--- config.mk ---
export PLATFORM = sky130hd
export DESIGN_NAME = des_f_pipe
export DESIGN_NICKNAME = d
export VERILOG_FILES = /design/src/rtl/des_pkg.sv /design/src/rtl/des_sbox_p.sv /design/src/rtl/des_f_pipe.sv
export SDC_FILE = /design/constraint.sdc
export NUM_CORES = 1
export LEC_CHECK = 0
export BUFFER_PORTS_ARGS = -buffer_cell sky130_fd_sc_hd__buf_4
export CAP_MARGIN = 5
export CORE_UTILIZATION = 40
export CTS_CLUSTER_DIAMETER = 150
export DETAILED_ROUTE_END_ITERATION = 8
export PLACE_DENSITY = 0.66
export SLEW_MARGIN = 5
export SYNTH_ARGS = -nofsm -noshare
export SYNTH_HDL_FRONTEND = slang
export SYNTH_SLANG_ARGS = --single-unit
--- constraint.sdc ---
create_clock -name clk -period 4.9 [get_ports clk]
set_input_delay 0.49 -clock clk [delete_from_list [all_inputs] [get_ports clk]]
set_output_delay 0.49 -clock clk [all_outputs]
set_load 0.03 [all_outputs]
--- src/rtl/des_pkg.sv ---
// Shared DES constants: half/expansion widths, S-box tables S1..S8 and the
// P permutation. Used by the pipelined f-function and the iterative round engine.
package des_pkg;

   localparam int DES_HALF_W = 32;
   localparam int DES_EXP_W  = 48;

   // SBOX[j][i]: box S(j+1), i = {row[1:0], col[3:0]} (row = {b5,b0}, col = b4..b1).
   localparam logic [3:0] SBOX [8][64] = '{
      '{ // S1
         4'd14, 4'd4,  4'd13, 4'd1,  4'd2,  4'd15, 4'd11, 4'd8,  4'd3,  4'd10, 4'd6,  4'd12, 4'd5,  4'd9,  4'd0,  4'd7,
         4'd0,  4'd15, 4'd7,  4'd4,  4'd14, 4'd2,  4'd13, 4'd1,  4'd10, 4'd6,  4'd12, 4'd11, 4'd9,  4'd5,  4'd3,  4'd8,
         4'd4,  4'd1,  4'd14, 4'd8,  4'd13, 4'd6,  4'd2,  4'd11, 4'd15, 4'd12, 4'd9,  4'd7,  4'd3,  4'd10, 4'd5,  4'd0,
         4'd15, 4'd12, 4'd8,  4'd2,  4'd4,  4'd9,  4'd1,  4'd7,  4'd5,  4'd11, 4'd3,  4'd14, 4'd10, 4'd0,  4'd6,  4'd13},
      '{ // S2
         4'd15, 4'd1,  4'd8,  4'd14, 4'd6,  4'd11, 4'd3,  4'd4,  4'd9,  4'd7,  4'd2,  4'd13, 4'd12, 4'd0,  4'd5,  4'd10,
         4'd3,  4'd13, 4'd4,  4'd7,  4'd15, 4'd2,  4'd8,  4'd14, 4'd12, 4'd0,  4'd1,  4'd10, 4'd6,  4'd9,  4'd11, 4'd5,
         4'd0,  4'd14, 4'd7,  4'd11, 4'd10, 4'd4,  4'd13, 4'd1,  4'd5,  4'd8,  4'd12, 4'd6,  4'd9,  4'd3,  4'd2,  4'd15,
         4'd13, 4'd8,  4'd10, 4'd1,  4'd3,  4'd15, 4'd4,  4'd2,  4'd11, 4'd6,  4'd7,  4'd12, 4'd0,  4'd5,  4'd14, 4'd9},
      '{ // S3
         4'd10, 4'd0,  4'd9,  4'd14, 4'd6,  4'd3,  4'd15, 4'd5,  4'd1,  4'd13, 4'd12, 4'd7,  4'd11, 4'd4,  4'd2,  4'd8,
         4'd13, 4'd7,  4'd0,  4'd9,  4'd3,  4'd4,  4'd6,  4'd10, 4'd2,  4'd8,  4'd5,  4'd14, 4'd12, 4'd11, 4'd15, 4'd1,
         4'd13, 4'd6,  4'd4,  4'd9,  4'd8,  4'd15, 4'd3,  4'd0,  4'd11, 4'd1,  4'd2,  4'd12, 4'd5,  4'd10, 4'd14, 4'd7,
         4'd1,  4'd10, 4'd13, 4'd0,  4'd6,  4'd9,  4'd8,  4'd7,  4'd4,  4'd15, 4'd14, 4'd3,  4'd11, 4'd5,  4'd2,  4'd12},
      '{ // S4
         4'd7,  4'd13, 4'd14, 4'd3,  4'd0,  4'd6,  4'd9,  4'd10, 4'd1,  4'd2,  4'd8,  4'd5,  4'd11, 4'd12, 4'd4,  4'd15,
         4'd13, 4'd8,  4'd11, 4'd5,  4'd6,  4'd15, 4'd0,  4'd3,  4'd4,  4'd7,  4'd2,  4'd12, 4'd1,  4'd10, 4'd14, 4'd9,
         4'd10, 4'd6,  4'd9,  4'd0,  4'd12, 4'd11, 4'd7,  4'd13, 4'd15, 4'd1,  4'd3,  4'd14, 4'd5,  4'd2,  4'd8,  4'd4,
         4'd3,  4'd15, 4'd0,  4'd6,  4'd10, 4'd1,  4'd13, 4'd8,  4'd9,  4'd4,  4'd5,  4'd11, 4'd12, 4'd7,  4'd2,  4'd14},
      '{ // S5
         4'd2,  4'd12, 4'd4,  4'd1,  4'd7,  4'd10, 4'd11, 4'd6,  4'd8,  4'd5,  4'd3,  4'd15, 4'd13, 4'd0,  4'd14, 4'd9,
         4'd14, 4'd11, 4'd2,  4'd12, 4'd4,  4'd7,  4'd13, 4'd1,  4'd5,  4'd0,  4'd15, 4'd10, 4'd3,  4'd9,  4'd8,  4'd6,
         4'd4,  4'd2,  4'd1,  4'd11, 4'd10, 4'd13, 4'd7,  4'd8,  4'd15, 4'd9,  4'd12, 4'd5,  4'd6,  4'd3,  4'd0,  4'd14,
         4'd11, 4'd8,  4'd12, 4'd7,  4'd1,  4'd14, 4'd2,  4'd13, 4'd6,  4'd15, 4'd0,  4'd9,  4'd10, 4'd4,  4'd5,  4'd3},
      '{ // S6
         4'd12, 4'd1,  4'd10, 4'd15, 4'd9,  4'd2,  4'd6,  4'd8,  4'd0,  4'd13, 4'd3,  4'd4,  4'd14, 4'd7,  4'd5,  4'd11,
         4'd10, 4'd15, 4'd4,  4'd2,  4'd7,  4'd12, 4'd9,  4'd5,  4'd6,  4'd1,  4'd13, 4'd14, 4'd0,  4'd11, 4'd3,  4'd8,
         4'd9,  4'd14, 4'd15, 4'd5,  4'd2,  4'd8,  4'd12, 4'd3,  4'd7,  4'd0,  4'd4,  4'd10, 4'd1,  4'd13, 4'd11, 4'd6,
         4'd4,  4'd3,  4'd2,  4'd12, 4'd9,  4'd5,  4'd15, 4'd10, 4'd11, 4'd14, 4'd1,  4'd7,  4'd6,  4'd0,  4'd8,  4'd13},
      '{ // S7
         4'd4,  4'd11, 4'd2,  4'd14, 4'd15, 4'd0,  4'd8,  4'd13, 4'd3,  4'd12, 4'd9,  4'd7,  4'd5,  4'd10, 4'd6,  4'd1,
         4'd13, 4'd0,  4'd11, 4'd7,  4'd4,  4'd9,  4'd1,  4'd10, 4'd14, 4'd3,  4'd5,  4'd12, 4'd2,  4'd15, 4'd8,  4'd6,
         4'd1,  4'd4,  4'd11, 4'd13, 4'd12, 4'd3,  4'd7,  4'd14, 4'd10, 4'd15, 4'd6,  4'd8,  4'd0,  4'd5,  4'd9,  4'd2,
         4'd6,  4'd11, 4'd13, 4'd8,  4'd1,  4'd4,  4'd10, 4'd7,  4'd9,  4'd5,  4'd0,  4'd15, 4'd14, 4'd2,  4'd3,  4'd12},
      '{ // S8
         4'd13, 4'd2,  4'd8,  4'd4,  4'd6,  4'd15, 4'd11, 4'd1,  4'd10, 4'd9,  4'd3,  4'd14, 4'd5,  4'd0,  4'd12, 4'd7,
         4'd1,  4'd15, 4'd13, 4'd8,  4'd10, 4'd3,  4'd7,  4'd4,  4'd12, 4'd5,  4'd6,  4'd11, 4'd0,  4'd14, 4'd9,  4'd2,
         4'd7,  4'd11, 4'd4,  4'd1,  4'd9,  4'd12, 4'd14, 4'd2,  4'd0,  4'd6,  4'd10, 4'd13, 4'd15, 4'd3,  4'd5,  4'd8,
         4'd2,  4'd1,  4'd14, 4'd7,  4'd4,  4'd10, 4'd8,  4'd13, 4'd15, 4'd12, 4'd9,  4'd0,  4'd3,  4'd5,  4'd6,  4'd11}
   };

   // P_TAB[k-1] = 1-based source bit (counted from MSB) for output bit k.
   localparam int P_TAB [32] = '{
      16, 7,  20, 21, 29, 12, 28, 17,
      1,  15, 23, 26, 5,  18, 31, 10,
      2,  8,  24, 14, 32, 27, 3,  9,
      19, 13, 30, 6,  22, 11, 4,  25
   };

   // Vector index (LSB = 0) of the S-output bit feeding P output position k (0-based from MSB).
   function automatic logic [4:0] p_src_idx(input int k);
      return 5'(DES_HALF_W - P_TAB[k]);
   endfunction

endpackage

--- src/rtl/des_sbox_p.sv ---
// Combinational DES S-box substitution (48 -> 32) followed by the P permutation.
module des_sbox_p
   import des_pkg::*;
(
   input  logic [DES_EXP_W-1:0]  x_i,
   output logic [DES_HALF_W-1:0] f_o
);

   logic [DES_HALF_W-1:0] s;

   // Eight 6->4 lookups; row = outer bits, column = inner four bits.
   always_comb begin
      s = '0;
      for (int j = 0; j < 8; j++) begin
         logic [5:0] b;
         b = x_i[47-6*j -: 6];
         s[31-4*j -: 4] = SBOX[j][{b[5], b[0], b[4:1]}];
      end
   end

   // Fixed bit permutation of the concatenated S-box outputs.
   always_comb begin
      f_o = '0;
      for (int k = 0; k < DES_HALF_W; k++) begin
         f_o[31-k] = s[p_src_idx(k)];
      end
   end

endmodule

--- src/rtl/des_f_pipe.sv ---
// Two-stage pipelined DES f-function: stage 1 registers E(R) ^ K,
// stage 2 registers P(S(.)). Valid/ready handshake with a bubble-free ready chain.
module des_f_pipe
   import des_pkg::*;
#(
   parameter int TAG_W = 4
) (
   input  logic                  clk,
   input  logic                  rst_n,
   input  logic                  in_valid,
   output logic                  in_ready,
   input  logic [DES_EXP_W-1:0]  in_expanded_R,
   input  logic [DES_EXP_W-1:0]  in_subkey,
   input  logic [TAG_W-1:0]      in_tag,
   output logic                  out_valid,
   input  logic                  out_ready,
   output logic [DES_HALF_W-1:0] out_f,
   output logic [TAG_W-1:0]      out_tag
);

   logic                  s1_valid_q, s1_valid_d;
   logic [DES_EXP_W-1:0]  s1_x_q,     s1_x_d;
   logic [TAG_W-1:0]      s1_tag_q,   s1_tag_d;
   logic                  out_valid_q, out_valid_d;
   logic [DES_HALF_W-1:0] out_f_q,    out_f_d;
   logic [TAG_W-1:0]      out_tag_q,  out_tag_d;
   logic                  s2_ready;
   logic [DES_HALF_W-1:0] sbox_f;

   des_sbox_p u_sbox_p (
      .x_i (s1_x_q),
      .f_o (sbox_f)
   );

   // Ready chain: a stage may load whenever it is empty or its contents move on this edge.
   always_comb begin
      s2_ready = !out_valid_q || out_ready;
      in_ready = !s1_valid_q || s2_ready;
   end

   // Stage 1 next state: valid follows in_valid when loading, payload only on a real transfer.
   always_comb begin
      s1_valid_d = s1_valid_q;
      s1_x_d     = s1_x_q;
      s1_tag_d   = s1_tag_q;
      if (in_ready) begin
         s1_valid_d = in_valid;
         if (in_valid) begin
            s1_x_d   = in_expanded_R ^ in_subkey;
            s1_tag_d = in_tag;
         end
      end
   end

   // Stage 2 next state: payload only changes when a valid word moves forward.
   always_comb begin
      out_valid_d = out_valid_q;
      out_f_d     = out_f_q;
      out_tag_d   = out_tag_q;
      if (s2_ready) begin
         out_valid_d = s1_valid_q;
         if (s1_valid_q) begin
            out_f_d   = sbox_f;
            out_tag_d = s1_tag_q;
         end
      end
   end

   // Pipeline registers; reset drops anything in flight.
   always_ff @(posedge clk or negedge rst_n) begin
      if (!rst_n) begin
         s1_valid_q  <= 1'b0;
         s1_x_q      <= '0;
         s1_tag_q    <= '0;
         out_valid_q <= 1'b0;
         out_f_q     <= '0;
         out_tag_q   <= '0;
      end else begin
         s1_valid_q  <= s1_valid_d;
         s1_x_q      <= s1_x_d;
         s1_tag_q    <= s1_tag_d;
         out_valid_q <= out_valid_d;
         out_f_q     <= out_f_d;
         out_tag_q   <= out_tag_d;
      end
   end

   assign out_valid = out_valid_q;
   assign out_f     = out_f_q;
   assign out_tag   = out_tag_q;

endmodule
* Word level (Yosys, flattened, before mapping)
Memories as Yosys holds them, arrays and structs flattened. A register that Yosys moved wholly into a read port is not among the register bits.
Index checks and enable logic that the tools add are counted.
** Word-level totals
- Register bits after elaboration :: 58
- Latch bits :: 0
- Bits in writable memories :: 0
- Bits in read-only memories :: 2048
- Input port bits :: 104
- Output and inout bits :: 38
- Word-level logic and storage cells :: 36
- Memories :: 8
** Cells by class
- $add $sub $neg :: 0
- $mul :: 0
- Divide/modulo/power cells :: 0
- Order comparisons :: 0
- Equal/unequal tests :: 0
- Shift-type cells :: 0
- Mux-type cells :: 0
- Bitwise logic cells :: 9
- Reductions and logical operators :: 14
** Memory list
- (name not given) :: depth 64, bits a word 4, rd ports 1, clocked after Yosys merged registers in 1, wr ports 0, line des_sbox_p.sv:17 : s[31-4*j -: 4] = SBOX[j][{b[5], b[0], b[4:1]}];
- (name not given) :: depth 64, bits a word 4, rd ports 1, clocked after Yosys merged registers in 1, wr ports 0, line des_sbox_p.sv:17
- (name not given) :: depth 64, bits a word 4, rd ports 1, clocked after Yosys merged registers in 1, wr ports 0, line des_sbox_p.sv:17
- (name not given) :: depth 64, bits a word 4, rd ports 1, clocked after Yosys merged registers in 1, wr ports 0, line des_sbox_p.sv:17
- (name not given) :: depth 64, bits a word 4, rd ports 1, clocked after Yosys merged registers in 1, wr ports 0, line des_sbox_p.sv:17
- (name not given) :: depth 64, bits a word 4, rd ports 1, clocked after Yosys merged registers in 1, wr ports 0, line des_sbox_p.sv:17
- +2 memories
** Operators with widths (number)
- $not A6 Y7 :: 8
- $xor A48 B48 Y48 :: 1
- $logic_not A1 Y1 :: 10
- $reduce_and A2 Y1 :: 2
- $logic_or A1 B1 Y1 :: 2

* Depth between registers and ports, before layout
Gate-level depths: netlist (run 1).
- Depth after elaboration :: 4
- Mapped depth :: 9

* Cells and area by module
A second synthesis (run 1) with hierarchy kept.
** Unflattened totals
- Cell total of the unflattened synthesis :: 940
- Area, all modules :: 8868.5 µm²
** Modules (own cells, without submodules)
- des_sbox_p :: instances 1, cells an instance 700, area an instance 4699.5 µm², sequential area each 0.0 µm²
- des_f_pipe :: instances 1, cells an instance 240, area an instance 4169.0 µm², sequential area each 2252.2 µm²

* Worst setup path before layout (run 1)
OpenSTA, ideal clock, no wires.
- Path kind :: reg-to-reg
- Start :: reg s1_x_q[44]
- End :: reg out_f_q[15] (netlist: out_f[15])
- Setup time :: 125 ps
- Arrival time :: 2251 ps
- Slack :: 2524 ps
- Stages on the path, launching flop included :: 10
- Buffers on the path :: 2
- Period minus slack after synthesis :: 2376 ps
- Cells stage by stage :: dfrtp_1 -> clkbuf_1 -> inv_1 -> ha_1 -> buf_4 -> inv_1 -> a21oi_1 -> o22ai_1 -> mux4_2 -> mux2_4
** Between the ends
- Cells in the longest elaborated chain, start to end :: 1
** Ends and longest elaborated chain
- start, declared :: line des_f_pipe.sv:22 : logic [DES_EXP_W-1:0] s1_x_q, s1_x_d;
- start signal, assigned :: line des_f_pipe.sv:73 : s1_x_q <= '0;
- start signal, assigned :: line des_f_pipe.sv:80 : s1_x_q <= s1_x_d;
- $not A6 Y7 (not written as such) :: line des_sbox_p.sv:17
- end, declared :: line des_f_pipe.sv:25 : logic [DES_HALF_W-1:0] out_f_q, out_f_d;
Every way passes these cells.
A chain may end at the register's enable or synchronous reset.

* Final worst setup path (run 1)
Same ends and word-level chain as after synthesis.

==> results.sh, run 1 <==
export IMPL_outcome="finished clean"
export IMPL_num_antenna_cells=0
export IMPL_hold_path_class="in -> async"
export IMPL_cts_made_buffers=9
export IMPL_io_buffers=141
export IMPL_end_kind="flip-flop"
export IMPL_die_w_microns=148.0
export IMPL_cellLeakagePower_nw=4.274
export IMPL_power_total_mw=3.796
export IMPL_synth_most_common_cell="nand2_1"
export IMPL_power_density_nw_per_um2=388.5
export IMPL_finalHoldViolations=0
export IMPL_clk_latency_ns=0.35
export IMPL_crit_path_max_fanout=15
export IMPL_min_period_ns=2.674
export IMPL_ys_async_sr_fraction=1.000
export IMPL_tritoncts="built"
export IMPL_place_ws_ns=2.270
export IMPL_start_util=0.4069
export IMPL_cts_setup_buffers=0
export IMPL_wl_per_cell_microns=14.81
export IMPL_drtIter0Drc=352
export IMPL_io_pins=142
export IMPL_place_congestion=0.8828
export IMPL_fin_nets=1261
export IMPL_dieArea_sq_um=21910
export IMPL_finalSetupViolations=0
export IMPL_route_detailed_drc=0
export IMPL_grt_max_degree=67
export IMPL_whs_ns=0.1330
export IMPL_cp_data_required_time_ns=5.14
export IMPL_clk_pin_slew_worst_paths_ns=0.07
export IMPL_finalSetupTns_ns=0
export IMPL_post_cts_resize_count=0
export IMPL_synth_edf_count=0
export IMPL_fin_area_sq_um=9771
export IMPL_yosys_top_cells_area="dfrtp_1 (26%), ha_1 (9.2%), a21oi_1 (4.9%)"
export IMPL_ys_top_cells_by_count="nand2_1 (94), dfrtp_1 (90), nor2_1 (90)"
export IMPL_grt_setup_unrepaired="false"
export IMPL_ys_warn_count=0
export IMPL_syn_inst=1034
export IMPL_routed_wl_microns=20350
export IMPL_synth_seq_cells=90
export IMPL_grt_pass1_wl_microns=33530
export IMPL_fmax_ghz=0.3740
export IMPL_fin_skew_ns=0.008831
export IMPL_die_height_microns=148.0
export IMPL_drive_gt1_frac=0.1793
export IMPL_placed_area_sq_um=9505
export IMPL_seq_area_sq_um=2252
export IMPL_cts_htree_levels=3
export IMPL_rows=53
export IMPL_cts_hold_buf=0
export IMPL_netlist_area_leader_share=0.2641
export IMPL_grt_pass1_vias=6845
export IMPL_place_inst=1358
export IMPL_area_delta_synth_final_pct=14.59
export IMPL_gr_total_overflow=0
export IMPL_grt_total_usage=0.1865
export IMPL_yosysTopAreaCell="dfrtp_1"
export IMPL_multiInputGateArea_sq_um=5657
export IMPL_cts_root_buf="clkbuf_16"
export IMPL_final_setup_worst_slack_ns=2.226
export IMPL_dp_hpwl_microns=13960
export IMPL_synth_flop_cell="dfrtp_1"
export IMPL_nFillCells=2098
export IMPL_syn_avg_cell_area_sq_um=8.247
export IMPL_syn_cell_area_sq_um=8527
export IMPL_period_share=0.5456
export IMPL_cts_sinks=90
export IMPL_yosysUniqueCellTypes=73
export IMPL_antenna_left=0
export IMPL_fp_coreArea_sq_um=20960
export IMPL_worst_slew_pin_slew_ns=0.9725
export IMPL_peakVddDrop_mv=0.1553
export IMPL_yosysSeqAreaShare=0.2641
export IMPL_grt_antenna_before_repair=0
export IMPL_fin_cells=1374
export IMPL_maxCapViolations=0
export IMPL_crit_type="reg -> reg"
export IMPL_dr_pass1_iters=5
export IMPL_clockBufferDepth=2
export IMPL_synth_nets=1201
export IMPL_num_vias=7521
export IMPL_start_kind="flip-flop"
export IMPL_drv_slew=0
export IMPL_viasPerCell=5.474
export IMPL_final_util=0.4663
export IMPL_cp_data_arrival_time_ns=2.91
export IMPL_slew_headroom=0.3517
[path summary, 6_finish.rpt]
kind / startpoint / to / slack, ns / depth (start not counted)
max in group asynchronous: rst_n / s1_tag_q[1]$_DFFE_PN0P_ / 3.68 / 2
max reg2reg: s1_x_q[44]$_DFFE_PN0P_ / out_f[15]$_DFFE_PN0P_ / 2.23 / 7
min: rst_n / out_f[3]$_DFFE_PN0P_ / 0.13 / 1
max: s1_x_q[44]$_DFFE_PN0P_ / out_f[15]$_DFFE_PN0P_ / 2.23 / 7
min reg2reg: s1_tag_q[2]$_DFFE_PN0P_ / out_tag[2]$_DFFE_PN0P_ / 0.47 / 2
min in group clk: in_valid / s1_valid_q$_DFFE_PN0P_ / 0.37 / 2
[per-layer routing]
layer | part of all wire | track usage | wire, microns
met5 | 0 | 0 | 0
met4 | 0.014 | 0.05722 | 278
met3 | 0.042 | 0.02099 | 860
met2 | 0.47 | 0.3045 | 9573
met1 | 0.47 | 0.2578 | 9639
[cells by family (layout without fill, tap and decap cells)]
kind of cell,count (synthesis),after routing,synth area share
buf+inv,140,205,0.07351
mux,50,50,0.08540
flops,90,90,0.2641
compound gates,330,330,0.2544
xor+xnor,74,74,0.07601
simple gates,287,287,0.1541
fa+ha+maj,63,63,0.09244
[layout make-up]
cell class                 count  area share
timing repair buffer         144      0.1106
clock inverter                 3    0.001537
multi-input combinational    804      0.5789
clock buffer                  13     0.02561
tap                          275     0.03522
sequential                    90      0.2305
inverter                      45     0.01754
[worst max-delay path, stage by stage (launching register included)]
cell and delay (ns):
dfrtp_1 0.63, inv_1 0.21, ha_1 0.51, inv_1 0.16
a21oi_1 0.20, o22ai_1 0.11, mux4_2 0.47, mux2_4 0.26
[flip-flops by register name, summed over array words and instances, names as in the netlist]
| signal | flops |
|---|---|
| s1_tag_q | 4 |
| out_tag | 4 |
| out_valid | 1 |
| s1_valid_q | 1 |
| s1_x_q | 48 |
| out_f | 32 |
[cell usage in the layout (no fill, tap or decap), types with 17 or more instances in the layout]
| cell | n |
|---|---|
| buf_4 | 144 |
| nand2_1 | 93 |
| nor2_1 | 90 |
| dfrtp_1 | 90 |
| a21oi_1 | 84 |
| o21ai_0 | 72 |
| ha_1 | 63 |
| inv_1 | 41 |
| xnor2_1 | 37 |
| xor2_1 | 37 |
| a211oi_1 | 25 |
| mux2i_1 | 24 |
| nor2b_1 | 20 |
| nand2b_1 | 19 |
| o211ai_1 | 19 |
| a31oi_1 | 18 |
| mux4_2 | 17 |
[power by group]
group	leakage, nW	internal, mW	switching (mW)
logic	3.09	0.859	0.969
clock network	0.133	0.356	0.302
registers	1.05	0.919	0.390
No activity file was read; power rests on OpenSTA's default activity.
==> run 2: changes to the inputs <==
--- a/config.mk
+++ b/config.mk
@@ -5,6 +5,7 @@
 export SDC_FILE = /design/constraint.sdc
 export NUM_CORES = 1
 export LEC_CHECK = 0
+export ABC_AREA = 1
 export BUFFER_PORTS_ARGS = -buffer_cell sky130_fd_sc_hd__buf_4
 export CAP_MARGIN = 5
 export CORE_UTILIZATION = 40
==> constraint.sdc (replaced) <==
create_clock -name clk -period 2.7 [get_ports clk]
set_input_delay 0.27 -clock clk [delete_from_list [all_inputs] [get_ports clk]]
set_output_delay 0.27 -clock clk [all_outputs]
set_load 0.03 [all_outputs]
==> results.sh, run 2 <==
export IMPL_worstSetupEndpoint="out_f[24]$_DFFE_PN0P_"
export IMPL_start_kind="flip-flop"
export IMPL_hp_start="in_tag[0]"
export IMPL_synth_edf_count=0
export IMPL_drtIter0Drc=463
export IMPL_fin_nets=1469
export IMPL_reg2reg_depth=12
export IMPL_slew_headroom=0.5245
export IMPL_synth_seq_cells=90
export IMPL_grt_antenna_before_repair=0
export IMPL_end_kind="flip-flop"
export IMPL_syn_avg_cell_area_sq_um=6.591
export IMPL_top_register="s1_x_q"
export IMPL_viasPerCell=5.125
export IMPL_netlist_area_leader_share=0.2850
export IMPL_crit_path_max_incr_delay_ns=0.51
export IMPL_route_detailed_drc=0
export IMPL_r2r_slack_ns=0.69
export IMPL_die_w_microns=142.6
export IMPL_worstReg2RegStart="s1_x_q[19]$_DFFE_PN0P_"
export IMPL_yosys_top_cells_area="dfrtp_1 (28%), nand2_1 (20%), nand3_1 (13%)"
export IMPL_antenna_left=0
export IMPL_num_vias=8057
export IMPL_crit_path_top_delay_cell="dfrtp_1"
export IMPL_startpoint="s1_x_q[19]$_DFFE_PN0P_"
export IMPL_cp_num_cells=12
export IMPL_finalSetupViolations=0
export IMPL_dr_pass1_iters=6
export IMPL_hold_path_class="in -> reg"
export IMPL_power_density_nw_per_um2=772.6
export IMPL_ys_warn_count=0
export IMPL_finalHoldViolations=0
export IMPL_fin_area_sq_um=9384
export IMPL_fin_skew_ns=0.002779
export IMPL_clockBufferDepth=2
export IMPL_die_height_microns=142.6
export IMPL_clk_latency_ns=0.35
export IMPL_placed_area_sq_um=9076
export IMPL_cts_htree_levels=3
export IMPL_min_period_ns=2.009
export IMPL_period_share=0.7440
export IMPL_yosysTopAreaCell="dfrtp_1"
export IMPL_cts_made_buffers=9
export IMPL_outcome="finished clean"
export IMPL_wl_per_cell_microns=12.61
export IMPL_cellLeakagePower_nw=4.776
export IMPL_grt_pass1_vias=7259
export IMPL_io_buffers=141
export IMPL_yosysSeqAreaShare=0.2850
export IMPL_crit_chain="inv_1 > ha_1 > inv_1 > nand2_1 > nand2_1 > o21ai_0 > nand2_1 > nand2_1 > nand2_1 > nand2_1 > nand2_1 > nand2_1"
export IMPL_fmax_ghz=0.4978
export IMPL_yosysUniqueCellTypes=27
export IMPL_dp_hpwl_microns=14550
export IMPL_syn_inst=1199
export IMPL_maxCapViolations=0
export IMPL_drive_gt1_frac=0.1385
export IMPL_ys_top_cells_by_count="nand2_1 (413), nand3_1 (211), o21ai_0 (114)"
export IMPL_start_util=0.4074
export IMPL_largest_reg_flops=48
export IMPL_cp_data_required_time_ns=2.99
export IMPL_crit_path_max_fanout=8
export IMPL_reg2reg_to="out_f[24]$_DFFE_PN0P_"
export IMPL_worst_slew_pin_slew_ns=0.7133
export IMPL_cts_sinks=90
export IMPL_finalSetupTns_ns=0
export IMPL_io_pins=142
export IMPL_fp_coreArea_sq_um=19400
export IMPL_num_antenna_cells=0
export IMPL_synth_nets=1366
export IMPL_clk_pin_slew_worst_paths_ns=0.07
export IMPL_whs_ns=0.1345
export IMPL_grt_setup_unrepaired="false"
export IMPL_synth_flop_cell="dfrtp_1"
export IMPL_final_common_cell="nand2_1"
export IMPL_place_congestion=0.9619
export IMPL_crit_path_frequent_cell="nand2_1"
export IMPL_grt_total_usage=0.2026
export IMPL_worst_path_buf_inv=2
export IMPL_dieArea_sq_um=20320
export IMPL_cts_root_buf="clkbuf_16"
export IMPL_crit_family="simple AND/OR/NAND/NOR gates"
export IMPL_syn_cell_area_sq_um=7903
export IMPL_peakVddDrop_mv=0.5608
export IMPL_cp_data_arrival_time_ns=2.29
export IMPL_routed_wl_microns=19820
export IMPL_tritoncts="built"
export IMPL_synth_most_common_cell="nand2_1"
export IMPL_area_delta_synth_final_pct=18.75
export IMPL_ys_async_sr_fraction=1.000
export IMPL_gr_total_overflow=0
export IMPL_crit_type="reg -> reg"
export IMPL_cts_setup_buffers=0
export IMPL_grt_max_degree=52
export IMPL_layout_common_cells="nand2_1 (412), nand3_1 (211), buf_4 (145), o21ai_0 (114), dfrtp_1 (90)"
export IMPL_grt_pass1_wl_microns=33620
export IMPL_drv_slew=0
export IMPL_rows=51
[run 2: cells by family (layout without fill, tap and decap cells)]
logic type               after synthesis  count (layout)  share of synthesized area
AND/OR/NAND/NOR                      678             678                     0.3602
adder cells (fa/ha/maj)               63              63                    0.09975
flip-flops                            90              90                     0.2850
XOR/XNOR                              49              49                    0.05431
AO/OA/AOI/OAI                        180             180                     0.1206
buffers and inverters                139             247                    0.08011
[run 2: routing by layer]
metal  vias up  share of wire  GRT usage
li1       4138              -          -
met2       257           0.47     0.3429
met4         0          0.018    0.05942
met1      3627           0.45     0.2634
met3        35          0.059    0.03432
met5         -              0          0
[run 2: power breakdown]
part	leakage [nW]	switching, mW	internal [mW]
logic	3.54	2.29	1.39
clock network	0.143	0.556	0.745
registers	1.10	0.528	1.73
total	4.78	3.38	3.87
[run 2: layout make-up]
type,count,area (sq um)
clock inverter,4,51.30
tap,265,331.6
inverter,81,304.0
timing repair buffer,150,1179
sequential,90,2252
multi-input combinational,970,5020
clock buffer,12,246.5
fill,1971,10010
[run 2: through the flow]
step	setup WS, ns	total power [mW]	std cells	util
finish	0.6912	7.250	1572	0.4837
global route	0.4506	7.905	1572	0.4837
CTS	0.7055	7.308	1572	0.4837
detailed placement	0.7346	5.966	1555	0.4679
global placement	0.7156	5.968	1555	0.4679
floorplan	1.021	4.865	1199	-
[run 2: tightest hold or removal path, stage by stage]
cell and delay, ns:
buf_4 0.07, nand2_1 0.04, o21ai_0 0.06
[run 2: worst min-delay path by stage]
stage,cells past startpoint,endpoint
6_report,3,s1_tag_q[0]$_DFFE_PN0P_
4_1_cts,3,s1_tag_q[0]$_DFFE_PN0P_
3_5_place_dp,1,s1_x_q[2]$_DFFE_PN0P_
3_3_place_gp,1,s1_x_q[2]$_DFFE_PN0P_
5_1_grt,3,s1_tag_q[0]$_DFFE_PN0P_
2_1_floorplan,0,out_f[0]$_DFFE_PN0P_
[run 2: timing repair]
action | in CTS | in global routing
hold endpoints to repair | 2 | 0
hold buffers | 1 | 0
resized for setup | 0 | 0
